===== config.mk =====
export PLATFORM = sky130hd
export DESIGN_NAME = pipelined_cla_adder_flat
export DESIGN_NICKNAME = d
export VERILOG_FILES = /design/src/rtl/pipelined_cla_adder_pkg.sv /design/src/rtl/pipelined_cla_adder_if.sv /design/src/rtl/pipelined_cla_adder_cla_group.sv /design/src/rtl/pipelined_cla_adder.sv /design/src/flat_wrapper.sv
export SDC_FILE = /design/constraint.sdc
export NUM_CORES = 1
export LEC_CHECK = 0
export ABC_AREA = 1
export CORE_ASPECT_RATIO = 1.1
export CORE_UTILIZATION = 40
export DETAILED_ROUTE_END_ITERATION = 10
export PLACE_DENSITY = 0.68
export SKIP_LAST_GASP = 1
export SYNTH_ARGS = -nofsm -noshare
export SYNTH_HDL_FRONTEND = slang
export SYNTH_HIERARCHICAL = 1
export SYNTH_SLANG_ARGS = --single-unit

===== constraint.sdc =====
create_clock -name clk -period 3.1 [get_ports clk]
set_input_delay 0.31 -clock clk [delete_from_list [all_inputs] [get_ports clk]]
set_output_delay 0.31 -clock clk [all_outputs]
set_load 0.005 [all_outputs]

===== src/rtl/pipelined_cla_adder_pkg.sv =====
`default_nettype none
// ============================================================================
// cla_pkg : shared defaults and result record for the pipelined CLA adder
// Revision: 1.0
// ============================================================================
package cla_pkg;

    localparam int DEFAULT_WIDTH = 32;
    localparam int DEFAULT_GROUP = 4;

    typedef struct packed {
        logic [DEFAULT_WIDTH-1:0] sum;
        logic                     c_out;
        logic                     ovf;
    } cla_result_t;

endpackage
`default_nettype wire


===== src/rtl/pipelined_cla_adder_if.sv =====
`default_nettype none
// ============================================================================
// pipelined_cla_adder_if : operand/result valid-ready bus of the CLA adder
// Revision: 1.0
// ============================================================================
interface pipelined_cla_adder_if
    import cla_pkg::*;
#(
    parameter int WIDTH = DEFAULT_WIDTH
);
    logic             in_valid;
    logic             in_ready;
    logic [WIDTH-1:0] a;
    logic [WIDTH-1:0] b;
    logic             c_in;
    logic             sub;
    logic             out_valid;
    logic             out_ready;
    logic [WIDTH-1:0] sum;
    logic             c_out;
    logic             ovf;

    modport master (
        output in_valid, a, b, c_in, sub, out_ready,
        input  in_ready, out_valid, sum, c_out, ovf
    );

    modport slave (
        input  in_valid, a, b, c_in, sub, out_ready,
        output in_ready, out_valid, sum, c_out, ovf
    );
endinterface
`default_nettype wire


===== src/rtl/pipelined_cla_adder_cla_group.sv =====
`default_nettype none
// ============================================================================
// cla_group : GROUP-bit carry-lookahead block producing sum, group G and P
// Revision: 1.0
// ============================================================================
module cla_group
    import cla_pkg::*;
#(
    parameter int GROUP = DEFAULT_GROUP
) (
    input  logic [GROUP-1:0] a_i,
    input  logic [GROUP-1:0] b_i,
    input  logic             c_in_i,
    output logic [GROUP-1:0] sum_o,
    output logic             g_o,
    output logic             p_o
);
    logic [GROUP-1:0] w_g;
    logic [GROUP-1:0] w_p;

    assign w_g = a_i & b_i;
    assign w_p = a_i ^ b_i;

    // G/P kept apart from the sum block so they never appear to depend on c_in_i
    always_comb begin : group_gp
        logic v_g;
        v_g = 1'b0;
        for (int i = 0; i < GROUP; i++) begin
            v_g = w_g[i] | (w_p[i] & v_g);
        end
        g_o = v_g;
        p_o = &w_p;
    end

    always_comb begin : group_sum
        logic v_c;
        v_c   = c_in_i;
        sum_o = '0;
        for (int i = 0; i < GROUP; i++) begin
            sum_o[i] = w_p[i] ^ v_c;
            v_c      = w_g[i] | (w_p[i] & v_c);
        end
    end
endmodule
`default_nettype wire


===== src/rtl/pipelined_cla_adder.sv =====
`default_nettype none
// ============================================================================
// pipelined_cla_adder : two-stage add/subtract with valid-ready flow control
// Revision: 1.0
// ============================================================================
module pipelined_cla_adder
    import cla_pkg::*;
#(
    parameter int WIDTH = DEFAULT_WIDTH,
    parameter int GROUP = DEFAULT_GROUP
) (
    input  logic                 clk,
    input  logic                 rst_n,
    pipelined_cla_adder_if.slave bus
);
    localparam int HALF = WIDTH / 2;
    localparam int NGH  = HALF / GROUP;

    logic [WIDTH-1:0] w_b_eff;
    logic             w_c_in;
    logic             w_in_ready;
    logic             w_accept;
    logic             w_adv;

    logic             v1_q, v1_d;
    logic             v2_q, v2_d;
    logic [HALF-1:0]  lo_q;
    logic [HALF-1:0]  a_hi_q;
    logic [HALF-1:0]  b_hi_q;
    logic             c_mid_q;
    logic [WIDTH-1:0] sum_q;
    logic             c_out_q;
    logic             ovf_q;

    assign w_b_eff = bus.b ^ {WIDTH{bus.sub}};
    assign w_c_in  = bus.sub | bus.c_in;

    // ---------------- stage 1: lower half ----------------
    logic [HALF-1:0] w_sum_lo;
    logic [NGH-1:0]  w_g_lo, w_p_lo, w_c_lo;
    logic            w_c_mid;

    for (genvar gi = 0; gi < NGH; gi++) begin : g_lo
        cla_group #(.GROUP(GROUP)) u_grp (
            .a_i    (bus.a[gi*GROUP +: GROUP]),
            .b_i    (w_b_eff[gi*GROUP +: GROUP]),
            .c_in_i (w_c_lo[gi]),
            .sum_o  (w_sum_lo[gi*GROUP +: GROUP]),
            .g_o    (w_g_lo[gi]),
            .p_o    (w_p_lo[gi])
        );
    end

    always_comb begin : lookahead_lo
        logic v_c;
        w_c_lo = '0;
        v_c    = w_c_in;
        for (int i = 0; i < NGH; i++) begin
            w_c_lo[i] = v_c;
            v_c       = w_g_lo[i] | (w_p_lo[i] & v_c);
        end
        w_c_mid = v_c;
    end

    // ---------------- stage 2: upper half ----------------
    logic [HALF-1:0] w_sum_hi;
    logic [NGH-1:0]  w_g_hi, w_p_hi, w_c_hi;
    logic            w_c_out;
    logic            w_c_msb;

    for (genvar gi = 0; gi < NGH; gi++) begin : g_hi
        cla_group #(.GROUP(GROUP)) u_grp (
            .a_i    (a_hi_q[gi*GROUP +: GROUP]),
            .b_i    (b_hi_q[gi*GROUP +: GROUP]),
            .c_in_i (w_c_hi[gi]),
            .sum_o  (w_sum_hi[gi*GROUP +: GROUP]),
            .g_o    (w_g_hi[gi]),
            .p_o    (w_p_hi[gi])
        );
    end

    always_comb begin : lookahead_hi
        logic v_c;
        w_c_hi = '0;
        v_c    = c_mid_q;
        for (int i = 0; i < NGH; i++) begin
            w_c_hi[i] = v_c;
            v_c       = w_g_hi[i] | (w_p_hi[i] & v_c);
        end
        w_c_out = v_c;
    end

    // Carry into the MSB recovered from its sum bit: s = a ^ b ^ c
    assign w_c_msb = w_sum_hi[HALF-1] ^ a_hi_q[HALF-1] ^ b_hi_q[HALF-1];

    // ---------------- flow control ----------------
    assign w_in_ready = ~v1_q | ~v2_q | bus.out_ready;
    assign w_accept   = bus.in_valid & w_in_ready;
    assign w_adv      = v1_q & (~v2_q | bus.out_ready);
    assign v1_d       = w_accept | (v1_q & ~w_adv);
    assign v2_d       = w_adv | (v2_q & ~bus.out_ready);

    always_ff @(posedge clk or negedge rst_n) begin
        if (!rst_n) begin
            v1_q    <= 1'b0;
            v2_q    <= 1'b0;
            sum_q   <= '0;
            c_out_q <= 1'b0;
            ovf_q   <= 1'b0;
        end else begin
            v1_q <= v1_d;
            v2_q <= v2_d;
            if (w_adv) begin
                sum_q   <= {w_sum_hi, lo_q};
                c_out_q <= w_c_out;
                ovf_q   <= w_c_msb ^ w_c_out;
            end
        end
    end

    // Stage-1 payload is meaningless while v1_q is low, so it needs no reset
    always_ff @(posedge clk) begin
        if (w_accept) begin
            lo_q    <= w_sum_lo;
            c_mid_q <= w_c_mid;
            a_hi_q  <= bus.a[WIDTH-1:HALF];
            b_hi_q  <= w_b_eff[WIDTH-1:HALF];
        end
    end

    assign bus.in_ready  = w_in_ready;
    assign bus.out_valid = v2_q;
    assign bus.sum       = sum_q;
    assign bus.c_out     = c_out_q;
    assign bus.ovf       = ovf_q;
endmodule
`default_nettype wire


===== src/flat_wrapper.sv =====
// flat-port wrapper written by rule: the top's interface ports become plain ports
module pipelined_cla_adder_flat import cla_pkg::*;
#(
    parameter int WIDTH = DEFAULT_WIDTH,
    parameter int GROUP = DEFAULT_GROUP
)
  (clk, rst_n, bus_in_valid, bus_a, bus_b, bus_c_in, bus_sub, bus_out_ready, bus_in_ready, bus_out_valid, bus_sum, bus_c_out, bus_ovf);
  pipelined_cla_adder_if #(.WIDTH(WIDTH)) bus_i ();
  input  logic clk;
  input  logic rst_n;
  input wire logic [$bits(bus_i.in_valid)-1:0] bus_in_valid;
  input wire logic [$bits(bus_i.a)-1:0] bus_a;
  input wire logic [$bits(bus_i.b)-1:0] bus_b;
  input wire logic [$bits(bus_i.c_in)-1:0] bus_c_in;
  input wire logic [$bits(bus_i.sub)-1:0] bus_sub;
  input wire logic [$bits(bus_i.out_ready)-1:0] bus_out_ready;
  output wire logic [$bits(bus_i.in_ready)-1:0] bus_in_ready;
  output wire logic [$bits(bus_i.out_valid)-1:0] bus_out_valid;
  output wire logic [$bits(bus_i.sum)-1:0] bus_sum;
  output wire logic [$bits(bus_i.c_out)-1:0] bus_c_out;
  output wire logic [$bits(bus_i.ovf)-1:0] bus_ovf;
  assign bus_i.in_valid = bus_in_valid;
  assign bus_i.a = bus_a;
  assign bus_i.b = bus_b;
  assign bus_i.c_in = bus_c_in;
  assign bus_i.sub = bus_sub;
  assign bus_i.out_ready = bus_out_ready;
  assign bus_in_ready = bus_i.in_ready;
  assign bus_out_valid = bus_i.out_valid;
  assign bus_sum = bus_i.sum;
  assign bus_c_out = bus_i.c_out;
  assign bus_ovf = bus_i.ovf;
  pipelined_cla_adder #(.WIDTH(WIDTH), .GROUP(GROUP)) u_core (.clk(clk), .rst_n(rst_n), .bus(bus_i));
endmodule

==> results of run 1 <==
## stage by stage
stage / cells / power, mW
detailed placement: 741 / 2.48
floorplan: 465 / 1.97
finish: 762 / 3.44
global route: 762 / 3.68
global placement: 741 / 2.45
CTS: 760 / 3.45
## layout make-up
type | count | area, um2 | area share, %
Clock buffer | 13 | 240 | 3.68
Clock inverter | 3 | 13.8 | 0.211
Inverter | 76 | 285 | 4.37
Multi-Input combinational cell | 294 | 2120 | 32.4
Sequential cell | 85 | 2370 | 36.3
Tap cell | 150 | 188 | 2.87
Timing Repair Buffer | 141 | 1310 | 20.1
## power groups by stage
stage	combinational [mW]	clock, mW	sequential, mW
5_1_grt	1.13	1.02	1.54
2_1_floorplan	0.442	0	1.53
3_3_place_gp	0.927	0	1.52
6_report	0.988	0.939	1.51
4_1_cts	0.975	0.961	1.51
3_5_place_dp	0.953	0	1.53
## cell families (layout without fill, tap and decap cells)
group,count (synthesis),after routing,synth area share [%]
XOR/XNOR,41,41,7.59
flip-flops,85,85,50.2
adder cells (fa/ha/maj),56,56,18.6
AND/OR/NAND/NOR,192,192,15.9
AO/OA/AOI/OAI,5,5,0.609
buffers and inverters,86,233,7.14
## repair_timing
action,in CTS,in global routing
resized for setup,10,13
pin swaps,13,15
endpoints found under the setup margin,1,4
hold buffers,0,0
setup buffers,3,2
## Yosys cell counts
| library cell | number |
|---|---|
| xor2_1 | 40 |
| fa_1 | 24 |
| or2_1 | 1 |
| nand3_1 | 2 |
| nand2_1 | 174 |
| buf_2 | 6 |
| clkbuf_1 | 3 |
| a21o_1 | 1 |
| edfxtp_1 | 49 |
| nand2_2 | 1 |
| inv_1 | 75 |
| nand2_4 | 3 |
| a31oi_1 | 1 |
| ha_1 | 32 |
| nor2_1 | 11 |
| buf_6 | 1 |
| clkinv_1 | 1 |
| xnor2_1 | 1 |
| a21oi_1 | 3 |
| dfrtp_1 | 36 |
## metal layers
layer / up-vias / track usage [%] / wire length [um]
li1: 1692 / - / -
met4: 0 / 7.22 / 218
met2: 65 / 30.3 / 5120
met3: 14 / 3.21 / 328
met5: - / 0 / 0
met1: 1540 / 17.8 / 3610
## state kept, by name, summed over array words and instances (netlist names)
| register | flops |
|---|---|
| u_core/b_hi_q | 16 |
| u_core/bus.c_out | 1 |
| u_core/v1_q | 1 |
| u_core/bus.sum | 32 |
| u_core/lo_q | 16 |
| u_core/bus.out_valid | 1 |
| u_core/a_hi_q | 16 |
| u_core/bus.ovf | 1 |
| u_core/c_mid_q | 1 |
## path summary, 6_finish.rpt
| kind | start | endpoint | cells past startpoint |
|---|---|---|---|
| setup / recovery | u_core/b_hi_q[1] | u_core/bus.ovf | 25 |
| hold / removal | rst_n | u_core/bus.sum[1] | 1 |
| setup reg to reg | u_core/b_hi_q[1] | u_core/bus.ovf | 25 |
| hold reg to reg | u_core/lo_q[15] | u_core/bus.sum[15] | 2 |
| max in group asynchronous | rst_n | u_core/bus.sum[17] | 1 |
| min in group clk | u_core/lo_q[15] | u_core/bus.sum[15] | 2 |
## worst max-delay path, stage by stage, from the launching register on
cell and delay, ps:
edfxtp_1 430, ha_4 280, nand2_2 70, nand2_4 40
nand2_1 50, nand2_1 50, inv_1 60, nand2_2 70
nand2_2 60, nand2_2 50, nand2_2 60, nand2_2 60
inv_2 50, fa_2 190, inv_2 50, fa_2 340
fa_2 360, xor2_2 210, xnor2_2 150, inv_1 50
nand2_1 70, nand2_2 60, inv_2 50, nand3_2 80
nand3_2 60, nand2_1 60
==> results.toml, run 1 <==
[run_status]
outcome = "complete, but fails checks"
violations = "negative setup slack"

[power]
switching_share_pct = 27.3
p_int_mw = 2.50
leakage_nw = 3.13
power_frac_clock_pct = 27.3
switchingPower_mw = 0.940
irDropWorstVdd_uv = 236
powerDensity_mw_per_mm2 = 527
combPwrFrac_pct = 28.7
pwr-share-seq_pct = 44.0

[finish]
diodes = 0
final_cell_mix = "167 x nand2_1, 102 x clkdlybuf4s50_1, 72 x inv_1, 49 x edfxtp_1, 38 x xor2_1"
layout-drive-gt1-share_pct = 12.6
fin_nets = 733
fin_area_mm2 = 0.00653
fillers = 1006
area_growth_pct = 38.1
final_util_pct = 56.8
mostFrequentLayoutCell = "nand2_1"

[cts]
htree_levels = 3
cts_tree = "yes"
clk_latency_ps = 340
cts_num_sinks = 85
cts.path.max_buffers = 2
cts_buffers = 9
clock-root-buffer = "clkbuf_16"
clk_pin_slew_worst_paths_ps = 60

[logic_synthesis]
synth_cells = 465
synth_largest_area_cell = "edfxtp_1"
synth-seq-cells = 85
synth_top_area_share_pct = 31.1
ys.warnings.count = 6
synth_nets = 591
synth.area.top_cells = "edfxtp_1 31%, dfrtp_1 19%, nand2_1 14%, fa_1 10%, ha_1 8.5%"
synth_area_per_cell_um2 = 10.2
synth_cell_types = 20
syn-cell-area_mm2 = 0.00473
synth_seq_area_share_pct = 50.2

[setup_path]
worstSetupPathType = "register to register"
critical_path_arrival_ps = 3390
reg2reg_slack_ps = -70
critPathRequiredTime_ps = 3320
crit_fanout = 2
start_kind = "register"
critPathCaptureType = "register"

[sta]
period_share_pct = 102
fmax_ghz = 0.316
tightestPinTransition_ps = 802
setup_ws_ps = -67.1
slew_headroom_pct = 46.6
setup_tns_ps = -67.1
slew_viol_final = 0
hold_viol_final = 0
hold_ws_ps = 63.2
skew_ps = 6.97
rsz0062_at_grt = "true"
finalCriticalPeriod_ps = 3170
setup_viol = 1

[drt]
vias = 3311
first_pass_iters = 4
via_per_inst = 4.35
drtIter0Drc = 102
wire_per_inst_um = 12.2
wirelength_um = 9290
post-route-drc-count = 0
ant_nets = 0

[floorplanning]
dieArea_mm2 = 0.0123
die_y_um = 116
core_mm2 = 0.0115
row_count = 41
pin_count = 106
die_w_um = 106
start_util_pct = 41.2

[placement]
hpwl_um = 6980
port_buffers = 105
dpl-instance-area_mm2 = 0.00615
gp_congestion = 0.810
pre_cts_slack_ps = -302

[global_routing]
antenna_found_initial = 0
grt_pass1_vias = 3384
grt_use_total_pct = 16.2
grt_max_degree = 37
grt_pass1_wl_um = 15300
grt-ovfl-total = 0

[flow_run]
cap_violations = 0

[min_path]
hp-class = "primary input to asynchronous set/reset pin"
Power figures use the tool's default switching activity.
==> run 2: changes to the inputs <==
--- a/config.mk
+++ b/config.mk
@@ -7,9 +7,9 @@
 export LEC_CHECK = 0
 export ABC_AREA = 1
 export CORE_ASPECT_RATIO = 1.1
-export CORE_UTILIZATION = 40
+export CORE_UTILIZATION = 46
 export DETAILED_ROUTE_END_ITERATION = 10
-export PLACE_DENSITY = 0.68
+export PLACE_DENSITY = 0.77
 export SKIP_LAST_GASP = 1
 export SYNTH_ARGS = -nofsm -noshare
 export SYNTH_HDL_FRONTEND = slang
==> results.toml, run 2 (synthesized netlist as in run 1, its figures left out) <==
[floorplanning]
dieArea_mm2 = 0.0107
core_mm2 = 0.00994
start_util_pct = 47.6
row_count = 38
die_y_um = 108
pin_count = 106
die_w_um = 98.7

[placement]
port_buffers = 105
dpl-instance-area_mm2 = 0.00611
gp_congestion = 0.819
placed_cells = 707
hpwl_um = 7030

[drt]
wire_per_inst_um = 12.5
ant_nets = 0
via_per_inst = 4.62
drtIter0Drc = 59
vias = 3366
post-route-drc-count = 0
first_pass_iters = 4
wirelength_um = 9150

[min_path]
hp-class = "primary input to asynchronous set/reset pin"

[sta]
setup_ws_ps = -102
hold_ws_ps = 36.4
setup_viol = 1
skew_ps = 4.94
rsz0062_at_grt = "true"
slew_headroom_pct = 45.8
hold_viol_final = 0
fmax_ghz = 0.312
slew_viol_final = 0
finalCriticalPeriod_ps = 3200
tightestPinTransition_ps = 812
period_share_pct = 103

[setup_path]
critPathRequiredTime_ps = 3340
cpMaxStageDelayCell = "edfxtp_1"
critical_path_arrival_ps = 3440
reg2reg_slack_ps = -100
worstSetupPathType = "register to register"
critPathCaptureType = "register"
start_kind = "register"
crit_top_cell = "nand2_2"
reg2reg_to = "u_core/bus.ovf"
worstRegToRegCells = 25
crit_fanout = 2
slowest_delay_ps = 430
r2r-start = "u_core/b_hi_q[1]"

[global_routing]
grt_max_degree = 37
grt_use_total_pct = 18.2
grt-ovfl-total = 0
grt_pass1_wl_um = 14700
grt_pass1_vias = 3357
antenna_found_initial = 0

[cts]
ctsHoldBuffers = 0
clock-root-buffer = "clkbuf_8"
clk_latency_ps = 350
cts_num_sinks = 85
htree_levels = 3
clk_pin_slew_worst_paths_ps = 80
cts.path.max_buffers = 2
cts_buffers = 9
cts_tree = "yes"

[finish]
fin_nets = 730
area_growth_pct = 37.3
final_util_pct = 65.4
fillers = 791
stdcell_count = 729
final_cell_mix = "164 x nand2_1, 102 x clkdlybuf4s50_1, 71 x inv_1, 49 x edfxtp_1, 38 x xor2_1"
layout-drive-gt1-share_pct = 13.5
diodes = 0
largest_register_ffs = 32
mostFrequentLayoutCell = "nand2_1"
fin_area_mm2 = 0.00649

[power]
leakage_nw = 3.12
irDropWorstVdd_uv = 239
powerDensity_mw_per_mm2 = 520
p_total_mw = 3.38

[run_status]
violations = "negative setup slack"
outcome = "complete, but fails checks"

[flow_run]
cap_violations = 0
-- run 2: cell types whose count changed in the layout (fill, tap and decap cells not counted), moves of 2 or more --
cell       previous run  this run
nand2_2               8        11
clkbuf_16             9         0
nand2_1             167       164
buf_12                0         2
clkbuf_8              0        11
bufinv_16             0         2
buf_4                36        30
clkbuf_1              4         1
-- run 2: per-layer routing --
| layer | up-vias | wire [um] | GRT usage [%] |
|---|---|---|---|
| li1 | 1685 | - | - |
| met1 | 1577 | 3420 | 18.6 |
| met2 | 91 | 4910 | 34.0 |
| met3 | 13 | 650 | 6.21 |
| met4 | 0 | 169 | 7.68 |
| met5 | - | 0 | 0 |
-- run 2: layout make-up --
class | count | area (um2) | area share (%)
Tap cell | 120 | 150 | 2.31
Inverter | 76 | 285 | 4.39
Clock buffer | 12 | 155 | 2.39
Sequential cell | 85 | 2370 | 36.5
Timing Repair Buffer | 138 | 1320 | 20.3
Multi-Input combinational cell | 294 | 2140 | 33.0
Clock inverter | 4 | 70.1 | 1.08
-- run 2: metrics by stage --
step / setup WS [ps] / TNS (ps)
2_1_floorplan: 24.1 / 0
3_3_place_gp: -236 / -701
3_5_place_dp: -345 / -1270
4_1_cts: -179 / -179
5_1_grt: -293 / -293
6_report: -102 / -102
-- run 2: report_power, final --
| part | internal, mW | leakage (nW) | total [mW] | switching, mW |
|---|---|---|---|---|
| Sequential | 1.41 | 0.908 | 1.51 | 0.0957 |
| Combinational | 0.551 | 2.10 | 1.00 | 0.451 |
| Clock | 0.496 | 0.116 | 0.871 | 0.375 |
-- run 2: timing repair --
item                                   CTS  global route
setup endpoints to repair                1             2
pin swaps                               10            17
endpoints found under the hold margin    0             0
gates resized for setup                 14            16
buffers inserted                         2             4
-- run 2: worst max-delay path: cells and delay by family, from the launching register on --
kind | cells | cell delay [ps]
buffers and inverters | 5 | 250
adders and majority gates | 4 | 1180
and+or+nand+nor | 14 | 900
DFF | 1 | 430
xor gates and xnor gates | 2 | 350
-- run 2: worst max path at each step --
stage	from	depth (start not counted)	slack, ps	endpoint
after floorplan	bus_sub	21	20	u_core/lo_q[15]
after global placement	bus_b[1]	20	-240	u_core/lo_q[15]
after detailed placement	u_core/a_hi_q[1]	25	-340	u_core/bus.ovf
after CTS	u_core/b_hi_q[2]	25	-180	u_core/bus.ovf
after global routing	u_core/a_hi_q[2]	24	-290	u_core/bus.ovf
final	u_core/b_hi_q[1]	25	-100	u_core/bus.ovf
==> run 3: changes to the inputs <==
--- a/config.mk
+++ b/config.mk
@@ -8,6 +8,7 @@
 export ABC_AREA = 1
 export CORE_ASPECT_RATIO = 1.1
 export CORE_UTILIZATION = 46
+export CTS_CLUSTER_SIZE = 30
 export DETAILED_ROUTE_END_ITERATION = 10
 export PLACE_DENSITY = 0.77
 export SKIP_LAST_GASP = 1
==> results of run 3 <==
Same layout as run 2: the final DEF is identical, and so are final timing and power.
